File: src/rtl/ripple_carry_adder_4b.sv
// Ripple-carry adder built from a chain of one-bit full adders, with a single
// registered output stage carrying sum, unsigned carry-out, signed overflow and valid.
module ripple_carry_adder_4b #(
    parameter int WIDTH = 4
) (
    input  logic             clk,
    input  logic             rst,
    input  logic             in_valid,
    input  logic [WIDTH-1:0] in_1,
    input  logic [WIDTH-1:0] in_2,
    input  logic             c_in,
    output logic [WIDTH-1:0] sum,
    output logic             c_out,
    output logic             overflow,
    output logic             out_valid
);

    logic [WIDTH-1:0] raw_sum;
    logic             raw_c_out;
    logic             carry_into_msb;

    logic [WIDTH-1:0] sum_d,       sum_q;
    logic             c_out_d,     c_out_q;
    logic             overflow_d,  overflow_q;
    logic             out_valid_d, out_valid_q;

    // The carry is walked LSB to MSB through one variable; the carry entering
    // the top stage is kept aside because signed overflow needs it.
    always_comb begin
        logic carry;
        carry          = c_in;
        raw_sum        = '0;
        carry_into_msb = 1'b0;
        for (int i = 0; i < WIDTH; i++) begin
            if (i == WIDTH - 1) begin
                carry_into_msb = carry;
            end
            raw_sum[i] = in_1[i] ^ in_2[i] ^ carry;
            carry      = (in_1[i] & in_2[i]) | (in_1[i] & carry) | (in_2[i] & carry);
        end
        raw_c_out = carry;
    end

    always_comb begin
        sum_d       = sum_q;
        c_out_d     = c_out_q;
        overflow_d  = overflow_q;
        out_valid_d = 1'b0;
        if (in_valid) begin
            sum_d       = raw_sum;
            c_out_d     = raw_c_out;
            overflow_d  = carry_into_msb ^ raw_c_out;
            out_valid_d = 1'b1;
        end
    end

    always_ff @(posedge clk) begin
        if (rst) begin
            sum_q       <= '0;
            c_out_q     <= 1'b0;
            overflow_q  <= 1'b0;
            out_valid_q <= 1'b0;
        end else begin
            sum_q       <= sum_d;
            c_out_q     <= c_out_d;
            overflow_q  <= overflow_d;
            out_valid_q <= out_valid_d;
        end
    end

    assign sum       = sum_q;
    assign c_out     = c_out_q;
    assign overflow  = overflow_q;
    assign out_valid = out_valid_q;

endmodule

File: config.mk
export PLATFORM = sky130hd
export DESIGN_NAME = ripple_carry_adder_4b
export DESIGN_NICKNAME = d
export VERILOG_FILES = /design/src/rtl/ripple_carry_adder_4b.sv
export SDC_FILE = /design/constraint.sdc
export NUM_CORES = 1
export LEC_CHECK = 0
export CAP_MARGIN = 25
export CORE_AREA = 5 5 42 44
export CTS_CLUSTER_DIAMETER = 40
export DETAILED_ROUTE_END_ITERATION = 10
export DIE_AREA = 0 0 47 49
export GPL_ROUTABILITY_DRIVEN = 1
export GPL_TIMING_DRIVEN = 0
export SYNTH_ARGS = -nofsm -noshare
export SYNTH_HDL_FRONTEND = slang
export SYNTH_SLANG_ARGS = --single-unit
File: constraint.sdc
create_clock -name clk -period 3.3 [get_ports clk]
set_input_delay 0.66 -clock clk [delete_from_list [all_inputs] [get_ports clk]]
set_output_delay 0.66 -clock clk [all_outputs]
set_load 0.01 [all_outputs]
== Word level (Yosys, flattened, before mapping) ==
Index checks and enable logic that the tools add are counted.

* Register bits after elaboration: 7
* Input bits: 12
* Output and inout port bits: 7
* Logic and storage cells: 34

* Mux-type cells: 1
* Bitwise gates (word level): 29

{| class="wikitable"
|+ Operator list
! kind !! count
|-
| $and A1 B1 Y1 || 12
|-
| $xor A1 B1 Y1 || 9
|-
| $or A1 B1 Y1 || 8
|-
| $mux W1 || 1
|}

== Longest topological paths before layout ==
Gate-level depths: netlist (run 1).

* Depth in word-level cells: 13
* Mapped depth: 9
* Depth with buffers taken out: 9

== Least setup slack after synthesis (run 1) ==
Ideal clock, no wire load.

* Path kind: input port to flip-flop
* Start point: in in_1[0]
* End point: reg sum_q[3], in the netlist sum[3]
* Setup time: 86 ps
* Arrival time: 2,360 ps
* Data required time: 3,214 ps
* Setup slack: 855 ps
* Stages: 8
* Buffers on the path: 0
* Cells stage by stage: inv_1 fa_1 inv_1 fa_1 fa_1 inv_1 fa_1 a211oi_1

* Longest elaborated chain between the ends: 10
* Elaborated cells on any way between the ends: 13
* Those cells by class: bitwise: 13

{| class="wikitable"
|+ RTL lines
! what !! RTL line !! text
|-
| start: declaration || 9 || <nowiki>input logic [WIDTH-1:0] in_1,</nowiki>
|-
| $and A1 B1 Y1 || 39 || <nowiki>carry = (in_1[i] & in_2[i]) | (in_1[i] & carry) | (in_2[i] & carry);</nowiki>
|-
| $or A1 B1 Y1 (*) (2 in series) || 39 ||
|-
| $and A1 B1 Y1 || 39 ||
|-
| $or A1 B1 Y1 || 39 ||
|-
| $or A1 B1 Y1 (*) || 39 ||
|-
| $and A1 B1 Y1 || 39 ||
|-
| $or A1 B1 Y1 || 39 ||
|-
| $or A1 B1 Y1 (*) || 39 ||
|-
| $xor A1 B1 Y1 (*) || 38 || <nowiki>raw_sum[i] = in_1[i] ^ in_2[i] ^ carry;</nowiki>
|-
| end signal: assignment || 64 || <nowiki>sum_q <= sum_d;</nowiki>
|-
| end: declaration || 22 || <nowiki>logic [WIDTH-1:0] sum_d, sum_q;</nowiki>
|}

Mark *: on every way between the ends. The rest lies on a longest branch, timed or not.
A chain may end at the register's enable or synchronous reset.

== Worst setup path in the final report (run 1) ==
Same ends and word-level chain as after synthesis.

==> impl_metrics.py, run 1 <==
metrics = {
    "pwr": {
        "p_per_area_nw_per_um2": 407,
        "combPwrFrac": 0.258,
        "switching_share": 0.245,
        "p_seq_frac": 0.412,
        "p_int_uw": 176,
        "p_leak_nw": 0.254,
        "switchingPower_uw": 57.1,
        "pwr-share-clk": 0.330,
        "vdd_drop_max_v": 0.000165,
    },
    "finish": {
        "n_fill_cell": 151,
        "drive_gt1_frac": 0.0926,
        "syn_to_final_growth_pct": 60.7,
        "final_nets": 71,
        "utilization": 0.409,
        "diodes": 0,
    },
    "setup_path": {
        "end_kind": "register",
        "path_cells": "clkdlybuf4s50_1 > inv_1 > fa_1 > inv_1 > fa_1 > fa_1 > inv_1 > fa_1 > a211oi_1",
        "critPathMaxStageDelay_ns": 0.41,
        "slowest_stage": "fa_1",
        "required_ns": 3.47,
        "crit_path_max_fanout": 2,
        "startpoint_type": "input port",
        "regToRegStartpoint": "overflow",
        "reg2reg_slack_ns": 2.61,
        "r2r-end": "overflow",
        "crit_path_start": "in_1[0]",
        "r2r_cells": 2,
        "crit_type": "input port to register",
        "cpMostUsedCell": "fa_1",
        "worstPathArrival_ns": 2.83,
    },
    "worst_hold_path": {
        "hold_path_startpoint": "c_out",
        "hold_class": "register to register",
        "hold-path-endpoint": "c_out",
        "holdPathStages": 2,
    },
    "global_route": {
        "grt_pass1_vias": 288,
        "gr-total-overflow": 0,
        "grt_max_degree": 11,
        "met3_usage": 0.0701,
        "grt_antenna_before_repair": 0,
        "grt_busiest_layer": "met2",
        "grtUsageTotal": 0.0772,
        "use_met1": 0.0872,
        "use_met2": 0.102,
        "grt_pass1_wl_mm": 1.18,
    },
    "cts": {
        "cts-root-buf": "clkbuf_4",
        "clk_transition_reported_paths_ns": 0.05,
        "cts_tree": "done",
        "cts_buffer_depth": 2,
        "worstSkewPairLatency_ns": 0.24,
        "post_cts_buffers": 0,
        "cts_made_buffers": 3,
        "cts_resized": 0,
        "cts_max_level": 1,
        "holdBufCountCts": 0,
        "cts.sinks": 7,
    },
    "detailed_routing": {
        "drc_errors": 0,
        "drt_wl_total_um": 664,
        "post_drt_wl_per_cell_um": 9.49,
        "vias": 267,
        "via_per_inst": 3.81,
        "drtIter0Drc": 1,
        "drt-pass1-iter-count": 2,
        "drtAntennaViolNets": 0,
    },
    "place": {
        "gp_congestion": 0.581,
        "portBuffers": 17,
        "place_hpwl_um": 570,
    },
    "logic_synthesis": {
        "ys_async_sr_fraction": 0,
        "synth.top_cell.area_share": 0.393,
        "syn_avg_cell_area_sq_um": 10.8,
        "synthesis.instances": 33,
        "syn-cell-area_sq_um": 357,
        "ys_seq_area_frac": 0.393,
        "ys_types": 11,
        "synth_nets": 49,
        "ys_warn_count": 0,
        "synth_edf_count": 0,
        "synth_commonest_cells": "dfxtp_1, inv_1, nor2_1",
        "yosysTopAreaCell": "dfxtp_1",
        "ys_dominant_reg_cell": "dfxtp_1",
        "ys_seq_elements": 7,
        "synth_area_leaders": "dfxtp_1, fa_1, inv_1",
    },
    "timing": {
        "clock.fmax_mhz": 376,
        "hold_viol_final": 0,
        "period_share": 0.805,
        "tightest_slew_ns": 0.299,
        "slew_viol_final": 0,
        "rsz0062_at_grt": "false",
        "min_period_ns": 2.66,
        "setup_viol_count_final": 0,
        "skew_ns": 0,
        "max_slew_margin": 0.800,
        "fin_tns_setup_ns": 0,
    },
    "floorplanning": {
        "initial_core_util": 0.254,
        "die_x_um": 47,
        "pin_count": 19,
        "die_height_um": 49,
        "coreArea_sq_um": 1400,
        "fp-row-count": 14,
        "dieArea_sq_um": 2300,
    },
    "outcome": {
        "outcome": "completed",
    },
    "job": {
        "max-cap-violations": 0,
    },
}
-- cells in the final DEF (no fill, tap or decap), drive strengths merged --
| master | count |
|---|---|
| clkbuf | 4 |
| inv | 7 |
| nor2 | 5 |
| xnor2 | 1 |
| dfxtp | 7 |
| nor3b | 1 |
| a21o | 1 |
| mux2i | 2 |
| clkdlybuf4s50 | 17 |
| buf | 1 |
| fa | 4 |
| nor2b | 1 |
| a211oi | 3 |
-- stage by stage --
stage	power (mW)	instance area, sq um	setup WS [ns]	cells	hold slack [ns]
after floorplan	0.126	357	0.855	33	0.496
final	0.233	573	0.643	70	0.475
after global placement	0.159	547	0.387	66	0.464
after global routing	0.252	573	0.485	70	0.514
after CTS	0.239	573	0.616	70	0.480
after detailed placement	0.160	547	0.351	66	0.473
-- metal layers --
layer / share of wire / wire [um]
met1: 0.41 / 270
met5: 0 / 0
met3: 0.11 / 74
met2: 0.48 / 319
met4: 0 / 0
-- cell type report --
type	instances	area [sq um]	area share
Timing Repair Buffer	17	170	0.297
Clock buffer	4	26.3	0.0459
Inverter	7	26.3	0.0459
Tap cell	16	20.0	0.0349
Sequential cell	7	140	0.245
Buffer	1	11.3	0.0197
Multi-Input combinational cell	18	179	0.312
-- worst max path at each step --
stage          cells past startpoint      to
3_3_place_gp                       9  sum[3]
2_1_floorplan                      8  sum[3]
5_1_grt                            9  sum[3]
3_5_place_dp                       9  sum[3]
6_report                           9  sum[3]
4_1_cts                            9  sum[3]
-- state kept, by name (all words and copies together) (netlist names) --
signal	cells
overflow	1
c_out	1
out_valid	1
sum	4
-- critical path, delay by kind of cell --
kind            cells  cell delay, ns
compound gates      1            0.22
fa+ha+maj           4            1.34
buf+inv             4            0.61
-- cells by family (layout without fill, tap and decap cells) --
logic type / count (synthesis) / count (layout) / share of synthesized area
compound gates: 4 / 4 / 0.0842
xor+xnor: 1 / 1 / 0.0246
fa+ha+maj: 4 / 4 / 0.225
flops: 7 / 7 / 0.393
mux: 2 / 2 / 0.0561
buf+inv: 8 / 29 / 0.105
simple gates: 7 / 7 / 0.112
-- power by group through the flow --
| stage | Sequential, mW | Combinational (mW) | Clock (mW) |
|---|---|---|---|
| 6_report | 0.0960 | 0.0602 | 0.0769 |
| 5_1_grt | 0.0968 | 0.0687 | 0.0869 |
| 2_1_floorplan | 0.101 | 0.0245 | 0 |
| 4_1_cts | 0.0960 | 0.0620 | 0.0810 |
| 3_3_place_gp | 0.0974 | 0.0618 | 0 |
| 3_5_place_dp | 0.0977 | 0.0618 | 0 |
Note: power is estimated with default switching activity, not from simulation.
==> run 2: changes to the inputs <==
Clock period 3.3 ns to 2.26 ns, I/O delays scaled along.
==> impl_metrics.py, run 2 (synthesis gave the netlist of run 1 again) <==
metrics = {
    "outcome": {
        "outcome": "completed",
    },
    "cts": {
        "worstSkewPairLatency_ns": 0.25,
        "cts.sinks": 7,
        "cts_buffer_depth": 2,
        "clk_transition_reported_paths_ns": 0.05,
        "cts_tree": "done",
        "holdBufCountCts": 0,
        "cts-root-buf": "clkbuf_4",
        "cts_max_level": 1,
        "cts_made_buffers": 3,
    },
    "floorplanning": {
        "coreArea_sq_um": 1400,
        "initial_core_util": 0.254,
        "pin_count": 19,
        "die_height_um": 49,
        "die_x_um": 47,
        "dieArea_sq_um": 2300,
        "fp-row-count": 14,
    },
    "setup_path": {
        "cp_top_family": "adder cells",
        "r2r_cells": 2,
        "startpoint_type": "input port",
        "worstPathArrival_ns": 2.35,
        "crit_path_max_fanout": 2,
        "required_ns": 2.44,
        "crit_type": "input port to register",
        "cp_num_cells": 6,
        "crit_buf_inv": 2,
        "path_cells": "clkdlybuf4s50_1 > fa_2 > fa_2 > inv_2 > fa_2 > a211oi_2",
        "slowest_stage": "clkdlybuf4s50_1",
        "end_kind": "register",
        "cpMostUsedCell": "fa_2",
        "critPathMaxStageDelay_ns": 0.43,
    },
    "detailed_routing": {
        "via_per_inst": 3.93,
        "drtAntennaViolNets": 0,
        "vias": 279,
        "drt_wl_total_um": 732,
        "drtIter0Drc": 5,
        "post_drt_wl_per_cell_um": 10.3,
        "drc_errors": 0,
        "drt-pass1-iter-count": 2,
    },
    "pwr": {
        "p_seq_frac": 0.398,
        "combPwrFrac": 0.274,
        "pwr-share-clk": 0.327,
        "p_per_area_nw_per_um2": 592,
        "finalPower_uw": 352,
        "vdd_drop_max_v": 0.000269,
        "p_int_uw": 261,
        "p_leak_nw": 0.254,
        "switchingPower_uw": 90.5,
        "switching_share": 0.257,
    },
    "finish": {
        "final_cells": 71,
        "largest_reg_flops": 4,
        "final_common_cell": "clkdlybuf4s50_1",
        "final_nets": 72,
        "drive_gt1_frac": 0.291,
        "layout_common_cells": "clkdlybuf4s50_1, dfxtp_1, inv_2, nor2_1, fa_2",
        "design_area_sq_um": 594,
        "syn_to_final_growth_pct": 66.7,
        "utilization": 0.424,
        "diodes": 0,
    },
    "timing": {
        "tightest_slew_ns": 0.326,
        "rsz0062_at_grt": "false",
        "clock.fmax_mhz": 460,
        "hold_viol_final": 0,
        "setup_viol_count_final": 0,
        "fin_tns_setup_ns": 0,
        "min_period_ns": 2.17,
        "skew_ns": 0,
        "slew_viol_final": 0,
        "period_share": 0.962,
        "max_slew_margin": 0.782,
    },
    "global_route": {
        "grt_pass1_wl_mm": 1.23,
        "gr-total-overflow": 0,
        "grtUsageTotal": 0.0793,
        "grt_antenna_before_repair": 0,
        "grt_max_degree": 11,
        "grt_pass1_vias": 299,
    },
    "place": {
        "placedCellCount": 66,
        "gp_congestion": 0.581,
        "portBuffers": 17,
        "place_hpwl_um": 570,
        "place_area_sq_um": 547,
    },
    "job": {
        "max-cap-violations": 0,
    },
    "worst_hold_path": {
        "holdPathStages": 2,
        "hold_class": "input port to register",
    },
}
## run 2: cell types whose count changed in the layout (fill, tap and decap cells not counted), sizes merged
cell and change:
clkdlybuf4s50 -3, clkdlybuf4s15 +2, buf +1, dlygate4sd2 +1
## run 2: power groups by stage
stage          registers, mW  logic [mW]  clock network (mW)
2_1_floorplan          0.148      0.0358                   0
3_3_place_gp           0.142      0.0902                   0
3_5_place_dp           0.143      0.0903                   0
4_1_cts                0.140      0.0960               0.118
5_1_grt                0.141       0.109               0.130
6_report               0.140      0.0965               0.115
## run 2: final timing paths
path	slack, ns	endpoint	startpoint
min reg2reg	0.47	c_out	c_out
max	0.09	sum[3]	in_1[1]
min	0.43	sum[3]	in_valid
max reg2reg	1.57	overflow	overflow
## run 2: area by class of cell
type,count,area (sq um)
clock buffer,4,26.3
tap,16,20.0
buffer,1,11.3
sequential,7,140
inverter,7,26.3
timing repair buffer,18,176
multi-input combinational,18,194
fill,150,807
## run 2: what timing repair did
item	CTS	global route
setup buffers	0	1
endpoints found under the setup margin	3	1
resized for setup	13	2
pin swaps	5	5
## run 2: routing by layer
metal / track usage / up-vias / wire length, um
met4: 0.0276 / 0 / 11
met1: 0.0895 / 123 / 284
li1: - / 144 / -
met3: 0.0701 / 2 / 85
met2: 0.106 / 10 / 350
met5: 0 / - / 0
## run 2: per-stage QoR
step	setup WS (ns)	hold WS, ns
2_1_floorplan	0.0229	0.496
3_3_place_gp	-0.445	0.464
3_5_place_dp	-0.481	0.473
4_1_cts	0.0323	0.431
5_1_grt	0.0123	0.437
6_report	0.0857	0.434
## run 2: worst register-to-register path, cell delays in order, from the launching register on
cell	delay, ns
dfxtp_1	0.30
nor3b_1	0.13
a21o_1	0.15
